[src/rtl/fifo8x8_ctrl.sv]
// fifo8x8_ctrl
// FIFO controller that sits directly upstream of memory8x8. It converts a push
// stream and a pop stream (both valid/ready) into single-cycle memory accesses,
// keeps wrap-around pointers and an occupancy count for the 8-entry array,
// and presents the head byte from a one-entry output register.
// Total capacity is 9 bytes: 8 in the array plus 1 in the output register.
//
// Ports
//   clk, rst_n            clock, asynchronous active-low reset
//   wr_valid/wr_data      push request and byte (sampled on the accept edge)
//   wr_ready              push accepted this cycle (combinational)
//   rd_valid/rd_data      head byte in the output register
//   rd_ready              consumer takes rd_data
//   count                 bytes held in the array (0..8), output reg excluded
//   full, empty           count == 8, count == 0
//   mem_address/data_in   registered memory address and write data
//   mem_select/mem_rw     registered strobes, rw: 1 = read, 0 = write
//   mem_data_out          memory read data, sampled at the RD exit edge
module fifo8x8_ctrl (
    input  logic       clk,
    input  logic       rst_n,
    input  logic       wr_valid,
    input  logic [7:0] wr_data,
    output logic       wr_ready,
    output logic       rd_valid,
    output logic [7:0] rd_data,
    input  logic       rd_ready,
    output logic [3:0] count,
    output logic       full,
    output logic       empty,
    output logic [2:0] mem_address,
    output logic [7:0] mem_data_in,
    output logic       mem_select,
    output logic       mem_rw,
    input  logic [7:0] mem_data_out
);

    typedef enum logic [1:0] {IDLE, WR, RD} state_t;

    state_t     state, state_d;
    logic [2:0] wr_ptr, wr_ptr_d;
    logic [2:0] rd_ptr, rd_ptr_d;
    logic [3:0] count_d;
    logic       rd_valid_d;
    logic [7:0] rd_data_d;
    logic [2:0] mem_address_d;
    logic [7:0] mem_data_in_d;
    logic       mem_select_d;
    logic       mem_rw_d;

    logic pop;
    logic want_rd;

    assign full  = (count == 4'd8);
    assign empty = (count == 4'd0);
    assign pop   = rd_valid & rd_ready;

    // Refilling the output register takes priority over accepting a push,
    // so the head byte appears as early as possible.
    assign want_rd  = (count != 4'd0) & (~rd_valid | rd_ready);
    assign wr_ready = (state == IDLE) & ~full & ~want_rd;

    always_comb begin
        state_d       = state;
        wr_ptr_d      = wr_ptr;
        rd_ptr_d      = rd_ptr;
        count_d       = count;
        rd_valid_d    = rd_valid & ~pop;
        rd_data_d     = rd_data;
        mem_address_d = mem_address;
        mem_data_in_d = mem_data_in;
        // Strobes fall back to "deselected read" every cycle unless an access
        // is being launched, so select is high for exactly one clock.
        mem_select_d  = 1'b0;
        mem_rw_d      = 1'b1;

        case (state)
            IDLE: begin
                if (want_rd) begin
                    state_d       = RD;
                    mem_address_d = rd_ptr;
                    mem_select_d  = 1'b1;
                    mem_rw_d      = 1'b1;
                end else if (wr_valid & ~full) begin
                    state_d       = WR;
                    mem_address_d = wr_ptr;
                    mem_data_in_d = wr_data;
                    mem_select_d  = 1'b1;
                    mem_rw_d      = 1'b0;
                end
            end
            WR: begin
                wr_ptr_d = wr_ptr + 3'd1;
                count_d  = count + 4'd1;
                state_d  = IDLE;
            end
            RD: begin
                // A refill overrides a same-edge pop: the new byte replaces
                // the old one and rd_valid stays high.
                rd_data_d  = mem_data_out;
                rd_valid_d = 1'b1;
                rd_ptr_d   = rd_ptr + 3'd1;
                count_d    = count - 4'd1;
                state_d    = IDLE;
            end
            default: state_d = IDLE;
        endcase
    end

    // Async reset also aborts any in-flight access by dropping mem_select.
    always_ff @(posedge clk or negedge rst_n) begin
        if (!rst_n) begin
            state       <= IDLE;
            wr_ptr      <= 3'd0;
            rd_ptr      <= 3'd0;
            count       <= 4'd0;
            rd_valid    <= 1'b0;
            rd_data     <= 8'h00;
            mem_address <= 3'd0;
            mem_data_in <= 8'h00;
            mem_select  <= 1'b0;
            mem_rw      <= 1'b1;
        end else begin
            state       <= state_d;
            wr_ptr      <= wr_ptr_d;
            rd_ptr      <= rd_ptr_d;
            count       <= count_d;
            rd_valid    <= rd_valid_d;
            rd_data     <= rd_data_d;
            mem_address <= mem_address_d;
            mem_data_in <= mem_data_in_d;
            mem_select  <= mem_select_d;
            mem_rw      <= mem_rw_d;
        end
    end

endmodule

[config.mk]
export PLATFORM = sky130hd
export DESIGN_NAME = fifo8x8_ctrl
export DESIGN_NICKNAME = d
export VERILOG_FILES = /design/src/rtl/fifo8x8_ctrl.sv
export SDC_FILE = /design/constraint.sdc
export NUM_CORES = 1
export LEC_CHECK = 0
export ABC_AREA = 1
export CAP_MARGIN = 40
export CORE_MARGIN = 2
export CORE_UTILIZATION = 40
export CTS_CLUSTER_SIZE = 30
export DETAILED_ROUTE_END_ITERATION = 16
export HOLD_SLACK_MARGIN = 0.12
export PLACE_DENSITY = 0.77
export SLEW_MARGIN = 10
export SYNTH_ARGS = -nofsm -noshare
export SYNTH_HDL_FRONTEND = slang
export SYNTH_SLANG_ARGS = --single-unit
[constraint.sdc]
create_clock -name clk -period 1.3 [get_ports clk]
set_input_delay 0.325 -clock clk [delete_from_list [all_inputs] [get_ports clk]]
set_output_delay 0.325 -clock clk [all_outputs]
set_load 0.1 [all_outputs]
After elaboration in Yosys (flattened, before gate mapping)

Index checks and enable logic that the tools add are counted.

Add/subtract/negate cells: 4
Equality and inequality tests: 4
Muxes and demuxes: 13
Bitwise operators: 11
Reductions and logical operators: 7

Operators by type and width:

| cell                                             | number |
|---|---|
| one-hot mux 4 bit (2 select lines)               | 1 |
| two-way mux 1 bit                                | 7 |
| adder 3 x 1 -> 3 bit, second input constant      | 2 |
| AND 1 bit                                        | 6 |
| two-way mux 2 bit                                | 3 |
| two-way mux 3 bit                                | 2 |
| adder 4 x 1 -> 4 bit, second input constant      | 1 |
| == test 4 bit, second input constant             | 1 |
| logical NOT 4 bit                                | 1 |
| inverter 1 bit                                   | 4 |
| nonzero test 2 bit                               | 2 |
| nonzero test 4 bit                               | 1 |
| subtractor 4 x 1 -> 4 bit, second input constant | 1 |
| != test 3 x 2 -> 1 bit, second input constant    | 1 |
| AND reduction 3 bit                              | 1 |
| == test 2 x 1 -> 1 bit, second input constant    | 1 |
| == test 2 bit, second input constant             | 1 |
| logical NOT 2 bit                                | 1 |
| AND reduction 2 bit                              | 1 |
| bitwise OR 1 bit                                 | 1 |

Register bits: 34
Output and inout port bits: 29
Word-level logic and storage cells: 49

Longest topological paths before layout

Depth after elaboration: 6
Gate-level depth with buffers: 10

Worst setup path before layout

Ideal clock, no wire load.

Path type: register to output
Start point: register count[2]
End point: output wr_ready
Arrival time: 3.060 ns
Data required time: 0.975 ns
Setup slack: -2.085 ns
Stages on the path, launching flop included: 5
Path through: dfrtp_1 > inv_2 > nand3_2 > inv_1 > nor2_1

Word-level cells in the longest chain between the ends: 4
Elaborated cells on any way between the ends: 7

RTL lines:

| item                    | line | source |
|---|---|---|
| from (decl)             | 28   | `output logic [3:0] count,` |
| from (signal assigned)  | 127  | `count <= count_d;` |
| == test 4 bit           | 54   | `assign full = (count == 4'd8);` |
| net full                | 29   | `output logic full,` |
| inverter 1 bit          | 61   | `assign wr_ready = (state == IDLE) & ~full & ~want_rd;` |
| AND 1 bit (2 in series) | 61   |  |
| to (decl)               | 24   | `output logic wr_ready,` |

The timed path passes the listed nets, and every way through them passes these cells.

Final worst setup path

Start point: register count[1]
End point: output wr_ready

Word-level cells in the longest chain between the ends: 4
Elaborated cells on any way between the ends: 7

RTL lines:

| item                                                       | line |
|---|---|
| == test 4 bit / nonzero test 4 bit (equally long branches) | 54, 60 |
| inverter 1 bit / AND 1 bit (equally long branches)         | 61, 60 |
| AND 1 bit / inverter 1 bit (equally long branches)         | -- |
| AND 1 bit *                                                | 61 |

Every way passes the cells marked *; elsewhere a longest branch is shown, timed or not.

==> metrics.md <==
| Metric | Value |
|---|---|
| Worst-Skew Late Latency | `0.29 ns` |
| Unrepaired setup endpoints after global routing | `yes` |
| Period utilization | `139%` |
| Fmax | `554 MHz` |
| Final #Nets | `293` |
| Min Tclk post-route | `1.81 ns` |
| Yosys reg bits | `34` |
| H-tree depth | `2` |
| Hpwl dp | `2610 µm` |
| Synth cell types | `22` |
| CTS Buffer Depth | `2` |
| CTS Root Cell | `clkbuf_8` |
| CP arrival | `1.48 ns` |
| WL final | `5300 µm` |
| Reg2Reg Setup Slack | `-0.36 ns` |
| Most frequent cells in the layout | `58 x nand2_1, 31 x buf_12, 27 x dfrtp_1` |
| Max Slew Vio Count | `0` |
| Reg2Reg Depth | `10` |
| Total GRT Usage | `24.1%` |
| Kind of critical path | `flop to output pin` |
| Initial antenna violation count | `0` |
| Cell mode on critical path | `nor2_4` |
| # clock sinks | `34` |
| Buffers and inverters on the worst path | `3` |
| Worst Hold Class | `primary input to async pin` |
| Share of layout cells above drive strength 1 | `51.3%` |
| Finish-stage setup viols | `36` |
| Slew @ Worst Pin | `0.323 ns` |
| Drt first pass iters | `4` |
| Setup WS post-layout | `-0.506 ns` |
| Slowest Stage Delay on Critical Path | `0.49 ns` |
| CTS clk-pin slew, worst paths | `0.07 ns` |
| Routed length per placed instance | `16.8 µm` |
| GRT Residual Overflow | `0` |
| WP data required | `0.98 ns` |
| R2r startpoint | `state[0]` |
| Dpl cell area | `2610 µm²` |
| # rows | `22` |
| Cell Area, Synth | `1570 µm²` |
| MaxCap Viol Count | `0` |
| Crit-path leading delay family | `flip-flops` |
| TritonCTS Buffers | `5` |
| Startpoint type of the worst setup path | `flop` |
| Syn nets | `201` |
| Io pins | `49` |
| Slowest-stage cell, CP | `dfrtp_4` |
| Outcome | `finished, violations left` |
| Hold buffer count at cts | `0` |
| Largest net degree at the start of global routing | `35` |
| Area grow syn2layout | `99.9%` |
| Slew HR | `78.3%` |
| Critical path fanouts, max | `2` |
| Initial drt markers | `112` |
| Multi-input logic area | `872 µm²` |
| Detail Route Antenna Nets | `0` |
| Die Span Y | `66.7 µm` |
| Fillers | `169` |
| CTS tree | `done` |
| Final hold vios | `0` |
| Crit path capture type | `output pin` |
| Most common cell after layout, fill and taps aside | `nand2_1` |
| Setup TNS | `-7.25 ns` |
| Drt drc | `0` |
| Antenna diodes | `0` |
| R2R Path End | `count[2]` |
| Placer's final routability congestion estimate | `0.807` |
| Syn Area/Cell | `9.04 µm²` |
| DR vias | `1,518` |
| Core Box Area | `3720 µm²` |
| Violated checks | `setup timing` |
| Worst clock skew | `0.00739 ns` |
| YS warnings | `0` |
| PortBufs | `48` |
| Vias in the first global route | `1,586` |
| Cell Chain, Critical Path | `nor2_4 -> buf_6 -> nand3_4 -> clkinvlp_4 -> nor2_4 -> buf_12` |
| Die area | `4450 µm²` |
| Final non-filler cell area | `3140 µm²` |
| Vias per Instance | `4.82` |
| Die width | `66.7 µm` |
| Gate Count Post-Synth | `174` |
| First-pass GRT wire length | `7640 µm` |
| Initial core utilization | `42.3%` |
| Seq. cell area | `870 µm²` |
| Seq/Total Area, Yosys | `54.2%` |
==> worst reg2reg max path, stage by stage, from the launching register on <==
cell	delay [ns]
dfrtp_1	0.42
inv_4	0.11
buf_6	0.11
ha_4	0.15
nand2_2	0.06
inv_2	0.09
nor2_4	0.05
ha_4	0.15
a21oi_2	0.12
xor2_1	0.18
o21ai_1	0.10
==> layer usage <==
metal / global-route usage [%] / share of wire [%] / up-vias
li1: - / - / 713
met1: 27.3 / 37 / 729
met2: 42.0 / 55 / 59
met3: 6.08 / 4.8 / 17
met4: 11.7 / 3.1 / 0
met5: 0 / 0 / -
==> cell usage after synthesis <==
| cell type | count | area (µm²) |
|---|---|---|
| inv_6 | 2 | 17.5 |
| dfrtp_1 | 33 | 826 |
| inv_1 | 15 | 56.3 |
| o21ai_0 | 5 | 25.0 |
| dfstp_2 | 1 | 26.3 |
| xnor2_1 | 1 | 8.76 |
| nand2_4 | 1 | 11.3 |
| xor2_1 | 6 | 52.6 |
| nor2_4 | 1 | 11.3 |
| nand2_1 | 79 | 297 |
| buf_2 | 1 | 5.00 |
| nand3_4 | 1 | 17.5 |
| nor2_1 | 4 | 15.0 |
| ha_1 | 7 | 87.6 |
| clkbuf_1 | 1 | 3.75 |
| nor2_8 | 1 | 20.0 |
| nand3_2 | 2 | 20.0 |
| nand2_2 | 2 | 12.5 |
| nand3_1 | 7 | 35.0 |
| inv_2 | 1 | 3.75 |
| mux2_2 | 1 | 11.3 |
| a21oi_1 | 2 | 10.0 |
==> area by class of cell <==
class / instances / share of cell area (%)
Timing Repair Buffer: 85 / 35.9
Multi-Input combinational cell: 121 / 27.7
Sequential cell: 34 / 27.7
Clock buffer: 8 / 3.50
Inverter: 18 / 3.06
Tap cell: 48 / 1.91
Timing Repair inverter: 1 / 0.199
==> sequential cells by signal, indices dropped and copies added (netlist names) <==
register,flops
count,4
mem_address,3
mem_data_in,8
mem_rw,1
mem_select,1
rd_data,8
rd_ptr,3
rd_valid,1
state,2
wr_ptr,3
==> per-stage QoR <==
stage / util [%] / hold slack [ns] / cells / setup slack [ns]
2_1_floorplan: - / 0.0294 / 174 / -0.941
3_3_place_gp: 70.2 / 0.487 / 289 / -0.394
3_5_place_dp: 70.2 / 0.488 / 289 / -0.461
4_1_cts: 81.0 / 0.426 / 311 / -0.485
5_1_grt: 84.6 / 0.442 / 315 / -0.541
6_report: 84.6 / 0.415 / 315 / -0.506
==> repair_timing <==
action | CTS | global route
resized for setup | 49 | 32
pin swaps | 9 | 11
gates cloned | 2 | 0
buffers inserted | 14 | 11
hold endpoints to repair | 0 | 0
endpoints found under the setup margin | 35 | 38
==> worst max-delay path by stage <==
stage	cells after the start	startpoint	end
floorplan	4	count[1]	wr_ready
global placement	7	rd_ready	wr_ready
detailed placement	7	rd_ready	wr_ready
CTS	6	count[0]	wr_ready
global route	6	count[1]	wr_ready
finish	6	count[1]	wr_ready
==> kinds of logic (layout without fill, tap and decap cells) <==
logic type | Yosys count | in the layout | synth area share [%]
flip-flops | 34 | 34 | 54.2
multiplexers | 1 | 1 | 0.716
AND/OR/NAND/NOR | 98 | 99 | 27.9
XOR/XNOR | 7 | 7 | 3.90
buffers and inverters | 20 | 112 | 5.49
AO/OA/AOI/OAI | 7 | 7 | 2.23
adder cells (fa/ha/maj) | 7 | 7 | 5.57
Power is not shown: default switching activity piles up to over one toggle a cycle in this logic, so the estimate is an artifact.
